[src/rtl/wb_fb_reader.sv]
// wb_fb_reader: Wishbone framebuffer reader fetching 8-word bursts into a FIFO.
// Ports:
//   clk, rst (async, active-high)        clock and reset
//   enable, fifo_afull                   burst start gating
//   wb_cyc/stb/we/sel/adr/dat_ms         Wishbone master request (read-only)
//   wb_dat_sm, wb_ack, wb_err            Wishbone slave response
//   fifo_wr, fifo_wdata, fifo_sof        FIFO push (data passed straight from slave)
//   busy                                 high whenever not IDLE
module wb_fb_reader #(
  parameter logic [31:0] BASE_ADDR   = 32'h0000_0000,
  parameter int          FRAME_WORDS = 1024
) (
  input  logic        clk,
  input  logic        rst,
  input  logic        enable,
  output logic        wb_cyc,
  output logic        wb_stb,
  output logic        wb_we,
  output logic [3:0]  wb_sel,
  output logic [31:0] wb_adr,
  output logic [31:0] wb_dat_ms,
  input  logic [31:0] wb_dat_sm,
  input  logic        wb_ack,
  input  logic        wb_err,
  input  logic        fifo_afull,
  output logic        fifo_wr,
  output logic [31:0] fifo_wdata,
  output logic        fifo_sof,
  output logic        busy
);
  localparam int WW = (FRAME_WORDS > 1) ? $clog2(FRAME_WORDS) : 1;
  typedef enum logic [1:0] {IDLE, BURST, GAP} state_t;
  state_t        state_q, state_d;
  logic [WW-1:0] word_cnt_q, word_cnt_d;
  logic [2:0]    burst_cnt_q, burst_cnt_d;
  logic          take;
  // an error outranks a simultaneous ack: nothing is pushed and counters hold
  assign take = (state_q == BURST) && wb_ack && !wb_err;
  always_comb begin
    state_d     = state_q;
    word_cnt_d  = word_cnt_q;
    burst_cnt_d = burst_cnt_q;
    state_d     = (state_q == IDLE)  ? ((enable && !fifo_afull) ? BURST : IDLE) :
                  (state_q == GAP)   ? IDLE :
                  (wb_err || (take && burst_cnt_q == 3'd7)) ? GAP : BURST;
    word_cnt_d  = take ? ((word_cnt_q == WW'(FRAME_WORDS - 1)) ? '0 : word_cnt_q + 1'b1) : word_cnt_q;
    burst_cnt_d = take ? burst_cnt_q + 3'd1 : burst_cnt_q;
  end
  always_ff @(posedge clk or posedge rst) begin
    if (rst) begin
      state_q     <= IDLE;
      word_cnt_q  <= '0;
      burst_cnt_q <= '0;
    end else begin
      state_q     <= state_d;
      word_cnt_q  <= word_cnt_d;
      burst_cnt_q <= burst_cnt_d;
    end
  end
  assign wb_cyc     = (state_q == BURST);
  assign wb_stb     = (state_q == BURST);
  assign wb_we      = 1'b0;
  assign wb_sel     = 4'hF;
  assign wb_dat_ms  = '0;
  assign wb_adr     = BASE_ADDR + (32'(word_cnt_q) << 2);
  assign fifo_wr    = take;
  assign fifo_wdata = wb_dat_sm;
  assign fifo_sof   = take && (word_cnt_q == '0);
  assign busy       = (state_q != IDLE);
endmodule

[config.mk]
export PLATFORM = sky130hd
export DESIGN_NAME = wb_fb_reader
export DESIGN_NICKNAME = d
export VERILOG_FILES = /design/src/rtl/wb_fb_reader.sv
export SDC_FILE = /design/constraint.sdc
export NUM_CORES = 1
export LEC_CHECK = 0
export ABC_AREA = 0
export BUFFER_PORTS_ARGS = -buffer_cell sky130_fd_sc_hd__buf_2
export CAP_MARGIN = 20
export CORE_MARGIN = 10
export CORE_UTILIZATION = 33
export DETAILED_ROUTE_END_ITERATION = 12
export HOLD_SLACK_MARGIN = 0.12
export PLACE_DENSITY = 0.86
export SLEW_MARGIN = 40
export SYNTH_ARGS = -nofsm -noshare
export SYNTH_HDL_FRONTEND = slang
export SYNTH_SLANG_ARGS = --single-unit
[constraint.sdc]
create_clock -name clk -period 1.3 [get_ports clk]
set_input_delay 0.13 -clock clk [delete_from_list [all_inputs] [get_ports clk]]
set_output_delay 0.13 -clock clk [all_outputs]
set_load 0.05 [all_outputs]
# Yosys cells after proc, flatten, opt, wreduce, memory -nomap -nowiden
# Index checks and enable logic that the tools add are counted.
# Widths: inputs -> output; s select.
[word_totals] register_bits=15 inputBits=38 elab_cells=25
[op_classes] n_addsub=2 n_eq_ne=4 muxes=5 reduce_logical=11
[ops] op="$add 10x1->10 const B" n=1
[ops] op="$eq 10x10->1 const B" n=1
[ops] op="$logic_not 10->1" n=1
[ops] op="$mux 10" n=1
[ops] op="$mux 2" n=3
[ops] op="$logic_and 1x1->1" n=5
[ops] op="$add 3x1->3 const B" n=1
[ops] op="$eq 3x3->1 const B" n=1
[ops] op="$eq 2x1->1 const B" n=1
[ops] op="$eq 2x2->1 const B" n=1
[ops] op="$logic_not 1->1" n=2
[ops] op="$logic_not 2->1" n=1
[ops] op="$reduce_bool 2->1" n=1
[ops] op="$logic_or 1x1->1" n=1
[ops] op="$mux 1" n=1

# Depth between registers and ports, before layout
# Gate-level depths: netlist of run 1.
[logic_depth] word_depth=8 depth_mapped=5

# Least setup slack after synthesis of run 1
# Ideal clock, no wire load.
[synth_timing] kind="register to register" start="register word_cnt_q[1]" end="register word_cnt_q[8]" setup_time_ps=82 arrival_ps=1603 required_time_ps=1218 path_slack_ps=-385 stages_incl_launch_ff=6 n_path_buf=0 period_less_slack_ps=1685 cell_sequence="dfrtp_1 > ha_1 > nand2_1 > or3_4 > nor2_2 > xor2_1"
[synth_via] elab_chain_cells=2 elab_cells_between_ends=3 classes_between="1 x add/sub; 1 x eq/ne; 1 x mux"
[synth_rtl] item="start, declared" line="34" source="logic [WW-1:0] word_cnt_q, word_cnt_d;"
[synth_rtl] item="start signal, assigned" line="56" source="word_cnt_q <= word_cnt_d;"
[synth_rtl] item="$add 10x1->10 or $eq 10x10->1 (tied branches)" line="46" source="word_cnt_d = take ? ((word_cnt_q == WW'(FRAME_WORDS - 1)) ? '0 : word_cnt_q + 1'b1) : word_cnt_q;"
[synth_rtl] item="$mux 10 *" line="46"
# Mark *: on every way between the ends. The rest lies on a longest branch, timed or not.
# A chain may end at the register's enable or synchronous reset.

# Worst setup path in the final report of run 1
[layout_timing] start="register state_q[1]" end="output fifo_sof"
[layout_via] elab_chain_cells=4
[layout_rtl] item="start, declared" line="33" source="state_t state_q, state_d;"
[layout_rtl] item="start signal, assigned" line="55" source="state_q <= state_d;"
[layout_rtl] item="$eq 2x1->1" line="38" source="assign take = (state_q == BURST) && wb_ack && !wb_err;"
[layout_rtl] item="$logic_and 1x1->1 (2 in a row)" line="38"
[layout_rtl] item="$logic_and 1x1->1" line="68" source="assign fifo_sof = take && (word_cnt_q == '0);"
[layout_rtl] item="end, declared" line="28" source="output logic fifo_sof,"
# No other way between the ends.

==> results of run 1 <==
==> where the power goes <==
group	internal [mW]	total [mW]	switching (mW)
clock	0.217	0.391	0.174
sequential	0.581	0.708	0.127
combinational	0.304	1.17	0.864
total	1.10	2.27	1.16
==> worst reg2reg max path, cell delays in order, from the launching register on <==
cell       delay (ps)
dfrtp_1           380
nand4bb_4         230
buf_4             180
or3_4             370
nor2_4            180
a21oi_1            80
==> registers in the layout (all words and copies together) (netlist names) <==
register	count
word_cnt_q	10
burst_cnt_q	3
state_q	2
==> worst paths after layout <==
| kind | slack (ps) | from | end |
|---|---|---|---|
| worst max register to register | -240 | state_q[1] | word_cnt_q[1] |
| worst max-delay path | -290 | state_q[1] | fifo_sof |
| worst min-delay path | 140 | enable | state_q[0] |
| max in group asynchronous | 420 | rst | word_cnt_q[0] |
| worst min register to register | 480 | burst_cnt_q[0] | burst_cnt_q[0] |
| min in group asynchronous | 480 | rst | word_cnt_q[6] |
==> metal layers <==
metal,up-vias,wire length [µm]
met1,394,1100
met5,-,0
met4,0,113
met3,18,407
li1,404,-
met2,59,1560
==> synthesized netlist by cell type <==
| cell type | count | share of area |
|---|---|---|
| ha_1 | 4 | 0.033 |
| nand4bb_1 | 1 | 0.0075 |
| or3_4 | 1 | 0.0075 |
| nand3_1 | 2 | 0.0067 |
| dfrtp_1 | 15 | 0.25 |
| a31oi_1 | 1 | 0.0042 |
| nor2_2 | 2 | 0.0083 |
| nor4_2 | 2 | 0.017 |
| buf_4 | 92 | 0.46 |
| nand4_1 | 2 | 0.0083 |
| buf_6 | 1 | 0.0075 |
| nor2_1 | 4 | 0.010 |
| conb_1 | 2 | 0.0050 |
| inv_1 | 5 | 0.013 |
| nor3_1 | 1 | 0.0033 |
| nand3_4 | 1 | 0.012 |
| a21oi_1 | 2 | 0.0067 |
| nand2_1 | 13 | 0.033 |
| clkinv_1 | 1 | 0.0025 |
| or2_2 | 1 | 0.0042 |
| nor2_4 | 1 | 0.0075 |
| and2b_1 | 1 | 0.0050 |
| nand2b_1 | 1 | 0.0042 |
| o21ai_0 | 2 | 0.0067 |
| o311ai_0 | 1 | 0.0058 |
| and4b_1 | 1 | 0.0067 |
| xnor2_1 | 8 | 0.047 |
| nor2b_1 | 1 | 0.0042 |
| nor4_1 | 2 | 0.0083 |
| xor2_1 | 1 | 0.0058 |
==> per-stage QoR <==
| stage | setup TNS, ps | util | std cells | hold WS [ps] | instance area (µm²) |
|---|---|---|---|---|---|
| 2_1_floorplan | -1130 | - | 229 | 30.8 | 1750 |
| 3_3_place_gp | -729 | 0.297 | 220 | 202 | 1300 |
| 3_5_place_dp | -1240 | 0.297 | 220 | 219 | 1300 |
| 4_1_cts | -2290 | 0.336 | 229 | 142 | 1480 |
| 5_1_grt | -3690 | 0.345 | 230 | 168 | 1510 |
| 6_report | -2610 | 0.345 | 230 | 136 | 1510 |
==> timing repair <==
action / in CTS / in global routing
setup buffers: 5 / 1
hold endpoints to repair: 15 / 0
pin swaps: 2 / 7
endpoints found under the setup margin: 14 / 19
hold buffers: 1 / 0
gates resized for setup: 23 / 6
gates cloned: 0 / 0
==> cells by family after synthesis <==
kind of cell | synth area share
other | 0.00501
buffers and inverters | 0.483
AO/OA/AOI/OAI | 0.0234
XOR/XNOR | 0.0525
flip-flops | 0.250
AND/OR/NAND/NOR | 0.153
adder cells (fa/ha/maj) | 0.0334
==> cell type report <==
class | instances | share of cell area
Clock buffer | 4 | 0.0298
Inverter | 6 | 0.0182
Tap cell | 52 | 0.0430
Sequential cell | 15 | 0.256
Timing Repair Buffer | 38 | 0.198
Multi-Input combinational cell | 115 | 0.455
==> flow_summary_export.csv, run 1 <==
group,metric,value,unit
outcome,outcome,"finished with violations",
outcome,violations,"setup timing",
sta,rsz0062_at_grt,"yes",
global_routing,grt_overflow,0,
global_routing,grt_max_degree,16,
hold_path,hold_class,"in -> reg",
sta,worstMarginPinSlew,574,ps
setup_path,cp.required,1170,ps
synth,synthesis.area,1500,µm²
synth,yosys_warnings,0,
placement,dp_hpwl,2.54,mm
finish,layout_common_cells,"conb_1, buf_2, buf_4, nand2_1, dfrtp_2",
setup_path,cp.depth,4,
clocking,clk_path_buf_depth,2,
clocking,numCtsBuffers,3,
setup_path,cp_num_buf_inv,1,
die,ios,144,
drt,drtIter0Drc,14,
setup_path,startpoint_type,"flop",
sta,fmax,0.629,GHz
die,dieArea,7640,µm²
global_routing,grt.total_usage,0.0769,
drt,vias,875,
global_routing,grt_pass1_vias,1028,
finish,diodes,0,
clocking,clk_pin_slew,60,ps
clocking,cts_tree,"built",
drt,wl_per_cell,13.8,µm
finish,final_common_cell,"conb_1",
clocking,cts.sinks,15,
setup_path,crit_chain,"nand4bb_4 > nor4_4 > and4b_2 > buf_8",
setup_path,slowest_stage,"dfrtp_1",
clocking,clk_latency,250,ps
global_routing,gr-usage-met2,0.129,
global_routing,gr-usage-met1,0.0787,
synth,ys_ff_latch,15,
sta,final_max_slew_viol_count,0,
drt,via_per_inst,3.80,
power_and_ir_drop,powerDensity,1500,nW/µm²
finish,layout-drive-gt1-share,0.365,
sta,fin_crit,1590,ps
placement,gp_congestion,0.788,
hold_path,hold_depth,3,
setup_path,cp_max_fo,2,
synth,yosysSeqAreaShare,0.250,
die,initial_core_util,0.342,
synth,syn_inst,172,
die,die_w,87.4,µm
finish,regArea,388,µm²
sta,setup_ws,-290,ps
finish,nNetsFinal,221,
setup_path,critPathTopFamily,"simple AND/OR/NAND/NOR gates",
sta,clock_skew,2.26,ps
die,rows,24,
clocking,htreeDepth,1,
sta,report.final.hold_viol_count,0,
power_and_ir_drop,finalPower,2.27,mW
drt,drc,0,
die,core,4380,µm²
clocking,clock-root-buffer,"clkbuf_8",
finish,multi_input_area,688,µm²
synth,synth_area_per_cell,8.72,µm²
synth,ys_types,30,
drt,dr.pass1.iters,4,
global_routing,grt_util_met3,0.0346,
power_and_ir_drop,p_leak,0.782,nW
sta,period_share,1.22,
setup_path,r2r_cells,5,
drt,ant_nets,0,
placement,dp_slack,-221,ps
setup_path,cp_slowest_stage_delay,380,ps
global_routing,grt-busiest-layer,"met2",
die,die_h,87.4,µm
setup_path,worstSetupEndpointType,"output pin",
placement,io_buffers,20,
drt,wirelength,3.18,mm
setup_path,path_class,"reg -> out",
run,max_cap_viol_count,0,
finish,num-fill-cells,448,
sta,setup_violations,14,
global_routing,antenna_found_initial,0,
setup_path,arrival,1460,ps
global_routing,grt_first_pass_wirelength,4.86,mm
finish,syn_to_final_growth,0.834,%
power_and_ir_drop,vdd_ir_drop_max,0.500,mV
sta,timing.slew.headroom,0.617,
(Power assumes the default switching activity.)
==> run 2: changes to the inputs <==
--- a/config.mk
+++ b/config.mk
@@ -13,6 +13,7 @@
 export DETAILED_ROUTE_END_ITERATION = 12
 export HOLD_SLACK_MARGIN = 0.12
 export PLACE_DENSITY = 0.86
+export SETUP_SLACK_MARGIN = 0.3
 export SLEW_MARGIN = 40
 export SYNTH_ARGS = -nofsm -noshare
 export SYNTH_HDL_FRONTEND = slang
==> flow_summary_export.csv, run 2 (synthesis gave the netlist of run 1 again) <==
group,metric,value,unit
sta,fmax,0.619,GHz
global_routing,grt_max_degree,16,
clocking,clock-root-buffer,"clkbuf_8",
finish,syn_to_final_growth,11.5,%
die,initial_core_util,0.342,
drt,drc,0,
clocking,cts_tree,"built",
run,max_cap_viol_count,0,
die,dieArea,7640,µm²
finish,layout_common_cells,"conb_1, buf_4, dfrtp_2, nand2_1, buf_8",
placement,io_buffers,20,
clocking,clk_pin_slew,60,ps
global_routing,grt_pass1_vias,1074,
placement,dp_slack,-237,ps
global_routing,grt_first_pass_wirelength,4.93,mm
finish,num-fill-cells,443,
outcome,violations,"setup timing",
drt,via_per_inst,3.88,
setup_path,worstSetupEndpointType,"output pin",
sta,clock_skew,4.38,ps
power_and_ir_drop,vdd_ir_drop_max,0.491,mV
clocking,htreeDepth,1,
setup_path,reg2reg_slack,-230,ps
placement,gp_congestion,0.819,
clocking,cts.sinks,15,
hold_path,hold_class,"in -> reg",
finish,nNetsFinal,224,
global_routing,grt.total_usage,0.0784,
sta,setup_violations,18,
drt,drtIter0Drc,17,
finish,diodes,0,
clocking,numCtsBuffers,3,
die,ios,144,
setup_path,path_class,"reg -> out",
setup_path,cp.required,1170,ps
global_routing,antenna_found_initial,0,
clocking,clk_path_buf_depth,2,
finish,layout-drive-gt1-share,0.425,
die,die_w,87.4,µm
sta,report.final.hold_viol_count,0,
power_and_ir_drop,powerDensity,1450,nW/µm²
outcome,outcome,"finished with violations",
finish,largest_reg_flops,10,
global_routing,grt_overflow,0,
sta,period_share,1.24,
sta,final_max_slew_viol_count,0,
setup_path,slowest_stage,"dfrtp_1",
finish,final_core_util,0.382,
setup_path,arrival,1490,ps
die,core,4380,µm²
finish,final_common_cell,"conb_1",
clocking,clk_latency,250,ps
drt,dr.pass1.iters,3,
drt,wirelength,3.24,mm
power_and_ir_drop,p_leak,0.802,nW
finish,regMostFlops,"word_cnt_q",
sta,rsz0062_at_grt,"yes",
die,die_h,87.4,µm
drt,vias,903,
die,rows,24,
finish,reg_top3,"word_cnt_q x10, burst_cnt_q x3, state_q x2",
sta,setup_ws,-315,ps
placement,dp_hpwl,2.44,mm
setup_path,cp_max_fo,4,
setup_path,cp_slowest_stage_delay,390,ps
sta,fin_crit,1620,ps
drt,ant_nets,0,
setup_path,crit_chain,"nand4bb_4 > nor4_4 > and4b_2 > buf_8",
drt,wl_per_cell,13.9,µm
setup_path,startpoint_type,"flop",
## run 2: cell count changes in the layout (fill, tap and decap cells not counted), moves of 2 or more
| cell | delta |
|---|---|
| ha_1 | -2 |
| buf_6 | +6 |
| nand2_2 | +2 |
| buf_8 | +5 |
| nand2_1 | -2 |
| buf_2 | -10 |
## run 2: where the power goes
part	internal (mW)	total, mW	switching, mW
clock network	0.217	0.386	0.169
registers	0.582	0.725	0.143
logic	0.432	1.32	0.885
total	1.23	2.43	1.20
## run 2: repair_timing
item                                    4_1_cts  5_1_grt
cloned                                        0        0
endpoints found under the setup margin       30       45
setup buffers                                 5        1
pin swaps                                     5        2
resized for setup                            51        9
hold buffers                                  1        0
hold endpoints to repair                     15        0
## run 2: worst max-delay path, delay by kind of cell (launching register included)
| family | cells | cell delay (ps) |
|---|---|---|
| buf+inv | 1 | 150 |
| flops | 1 | 390 |
| simple gates | 3 | 700 |
## run 2: layer usage
metal,up-vias,wire length (µm),global-route usage,share of wire
met5,-,0,0,0
met4,0,159,0.0565,0.049
li1,410,-,-,-
met3,25,316,0.0206,0.098
met1,420,1100,0.0723,0.34
met2,48,1660,0.144,0.51
## run 2: layout make-up
| type | count | area [µm²] | share of cell area |
|---|---|---|---|
| multi-input combinational | 115 | 716 | 0.428 |
| timing repair buffer | 41 | 419 | 0.251 |
| sequential | 15 | 389 | 0.233 |
| tap | 52 | 65.1 | 0.0389 |
| clock buffer | 4 | 45.0 | 0.0269 |
| inverter | 6 | 38.8 | 0.0232 |
## run 2: path summary, 6_finish.rpt
path                                start             end  cells after the start
hold reg to reg            burst_cnt_q[0]  burst_cnt_q[0]                      1
min in group asynchronous             rst   word_cnt_q[4]                      3
setup reg to reg               state_q[1]   word_cnt_q[1]                      5
setup / recovery               state_q[1]        fifo_sof                      4
hold / removal                     enable      state_q[0]                      3
max in group asynchronous             rst   word_cnt_q[1]                      3
## run 2: stage by stage
stage	cell area (µm²)	total power [mW]	hold slack (ps)	TNS (ps)	cells
floorplan	1790	2.02	30.8	-1150	229
global placement	1350	1.80	205	-1930	222
detailed placement	1350	1.83	218	-2370	222
CTS	1620	2.41	142	-2460	232
global route	1670	2.56	167	-3870	233
finish	1670	2.43	151	-3140	233
==> run 3: changes to the inputs <==
--- a/config.mk
+++ b/config.mk
@@ -11,6 +11,7 @@
 export CORE_MARGIN = 10
 export CORE_UTILIZATION = 33
 export DETAILED_ROUTE_END_ITERATION = 12
+export GPL_TIMING_DRIVEN = 0
 export HOLD_SLACK_MARGIN = 0.12
 export PLACE_DENSITY = 0.86
 export SETUP_SLACK_MARGIN = 0.3
==> flow_summary_export.csv, run 3 (synthesis gave the netlist of run 1 again) <==
group,metric,value,unit
clocking,clock-root-buffer,"clkbuf_8",
drt,dr.pass1.iters,4,
power_and_ir_drop,p_leak,1.43,nW
setup_path,path_class,"reg -> out",
drt,ant_nets,0,
finish,final_common_cell,"buf_4",
power_and_ir_drop,pwr-share-clk,0.131,
die,ios,144,
die,die_w,87.4,µm
drt,via_per_inst,3.67,
finish,stdcell_count,352,
sta,period_share,1.29,
outcome,violations,"setup timing",
clocking,numCtsBuffers,3,
drt,wirelength,4.61,mm
hold_path,hold_class,"in -> reg",
power_and_ir_drop,p_sw,1.47,mW
sta,fmax,0.597,GHz
finish,diodes,0,
setup_path,reg2reg_slack,-320,ps
power_and_ir_drop,p_int,1.44,mW
setup_path,reg2reg_from,"state_q[1]",
power_and_ir_drop,p_seq_frac,0.254,
die,dieArea,7640,µm²
placement,gp_congestion,0.774,
setup_path,arrival,1540,ps
drt,drtIter0Drc,41,
sta,setup_violations,19,
sta,fin_crit,1670,ps
setup_path,cp_max_fo,2,
global_routing,grt_overflow,0,
run,max_cap_viol_count,0,
sta,report.final.hold_viol_count,0,
global_routing,antenna_found_initial,0,
clocking,clk_path_buf_depth,2,
power_and_ir_drop,sw_frac_of_total,0.506,
setup_path,worstSetupEndpointType,"output pin",
setup_path,startpoint_type,"flop",
hold_path,hold_depth,3,
placement,dp_hpwl,3.58,mm
placement,io_buffers,52,
sta,final_max_slew_viol_count,0,
global_routing,grt_max_degree,16,
die,core,4380,µm²
finish,largest_reg_flops,10,
global_routing,grt_first_pass_wirelength,6.45,mm
finish,layout-drive-gt1-share,0.680,
clocking,htreeDepth,1,
drt,wl_per_cell,13.1,µm
finish,nNetsFinal,343,
global_routing,grt.total_usage,0.104,
clocking,clk_pin_slew,60,ps
finish,regMostFlops,"word_cnt_q",
power_and_ir_drop,finalPower,2.91,mW
sta,setup_ws,-374,ps
drt,drc,0,
outcome,outcome,"finished with violations",
setup_path,r2r_cells,7,
global_routing,grt_pass1_vias,1394,
power_and_ir_drop,powerDensity,1130,nW/µm²
finish,layout_common_cells,"buf_4, conb_1, buf_2, dfrtp_2, buf_8",
hold_path,hold_end,"state_q[0]",
clocking,cts_tree,"built",
setup_path,cp.required,1170,ps
die,rows,24,
clocking,cts.sinks,15,
die,initial_core_util,0.342,
drt,vias,1292,
sta,clock_skew,6.21,ps
power_and_ir_drop,p_comb_frac,0.615,
die,die_h,87.4,µm
hold_path,min_from,"enable",
power_and_ir_drop,vdd_ir_drop_max,0.538,mV
finish,syn_to_final_growth,71.7,%
sta,rsz0062_at_grt,"yes",
placement,dp_cells,333,
clocking,clk_latency,250,ps
setup_path,r2r-end,"word_cnt_q[7]",
finish,reg_top3,"word_cnt_q x10, burst_cnt_q x3, state_q x2",
==> run 3: critical path, stage by stage, from the launching register on <==
cell and delay (ps):
dfrtp_1 380, nand4bb_4 230, buf_12 160, nor4_4 120
and4b_2 270, buf_8 150
==> run 3: area by class of cell <==
class | count | area [µm²]
Buffer | 93 | 718
Tap cell | 52 | 65.1
Inverter | 6 | 38.8
Multi-Input combinational cell | 115 | 767
Sequential cell | 15 | 389
Timing Repair Buffer | 67 | 552
Clock buffer | 3 | 41.3
Clock inverter | 1 | 5.00
Fill cell | 349 | 1810
==> run 3: repair_timing <==
| action | CTS | global route |
|---|---|---|
| endpoints found under the setup margin | 30 | 45 |
| buffers inserted | 6 | 8 |
| pin swaps | 3 | 7 |
| endpoints found under the hold margin | 15 | 0 |
| hold buffers | 1 | 0 |
| resized for setup | 44 | 30 |
==> run 3: power by group through the flow <==
stage                     combinational, mW  clock, mW  sequential (mW)
after floorplan                        1.13          0            0.891
after detailed placement               1.51          0            0.729
final                                  1.79      0.380            0.739
after CTS                              1.69      0.392            0.729
after global routing                   1.88      0.411            0.765
after global placement                 1.48          0            0.719
==> run 3: worst max path at each step <==
stage | end | slack [ps] | from
2_1_floorplan | word_cnt_q[8] | -160 | word_cnt_q[1]
3_3_place_gp | fifo_sof | -380 | state_q[1]
3_5_place_dp | fifo_sof | -380 | state_q[1]
4_1_cts | fifo_sof | -360 | state_q[1]
5_1_grt | fifo_sof | -440 | state_q[1]
6_report | fifo_sof | -370 | state_q[1]
==> run 3: per-stage QoR <==
step / setup TNS [ps] / utilization / cell area [µm²] / setup WS [ps] / hold WS [ps]
finish: -3830 / 0.588 / 2580 / -374 / 146
global placement: -1290 / 0.483 / 2120 / -377 / 207
global route: -4870 / 0.588 / 2580 / -442 / 152
detailed placement: -1470 / 0.483 / 2120 / -383 / 218
CTS: -2860 / 0.546 / 2390 / -363 / 158
floorplan: -1150 / - / 1790 / -157 / 30.8
==> run 3: routing by layer <==
metal	GRT usage	part of all wire	vias up	wire (µm)
met5	0	0	-	0
met4	0.0362	0.0083	0	38
met3	0.0721	0.15	5	675
met2	0.190	0.55	84	2530
met1	0.0856	0.30	557	1360
li1	-	-	646	-
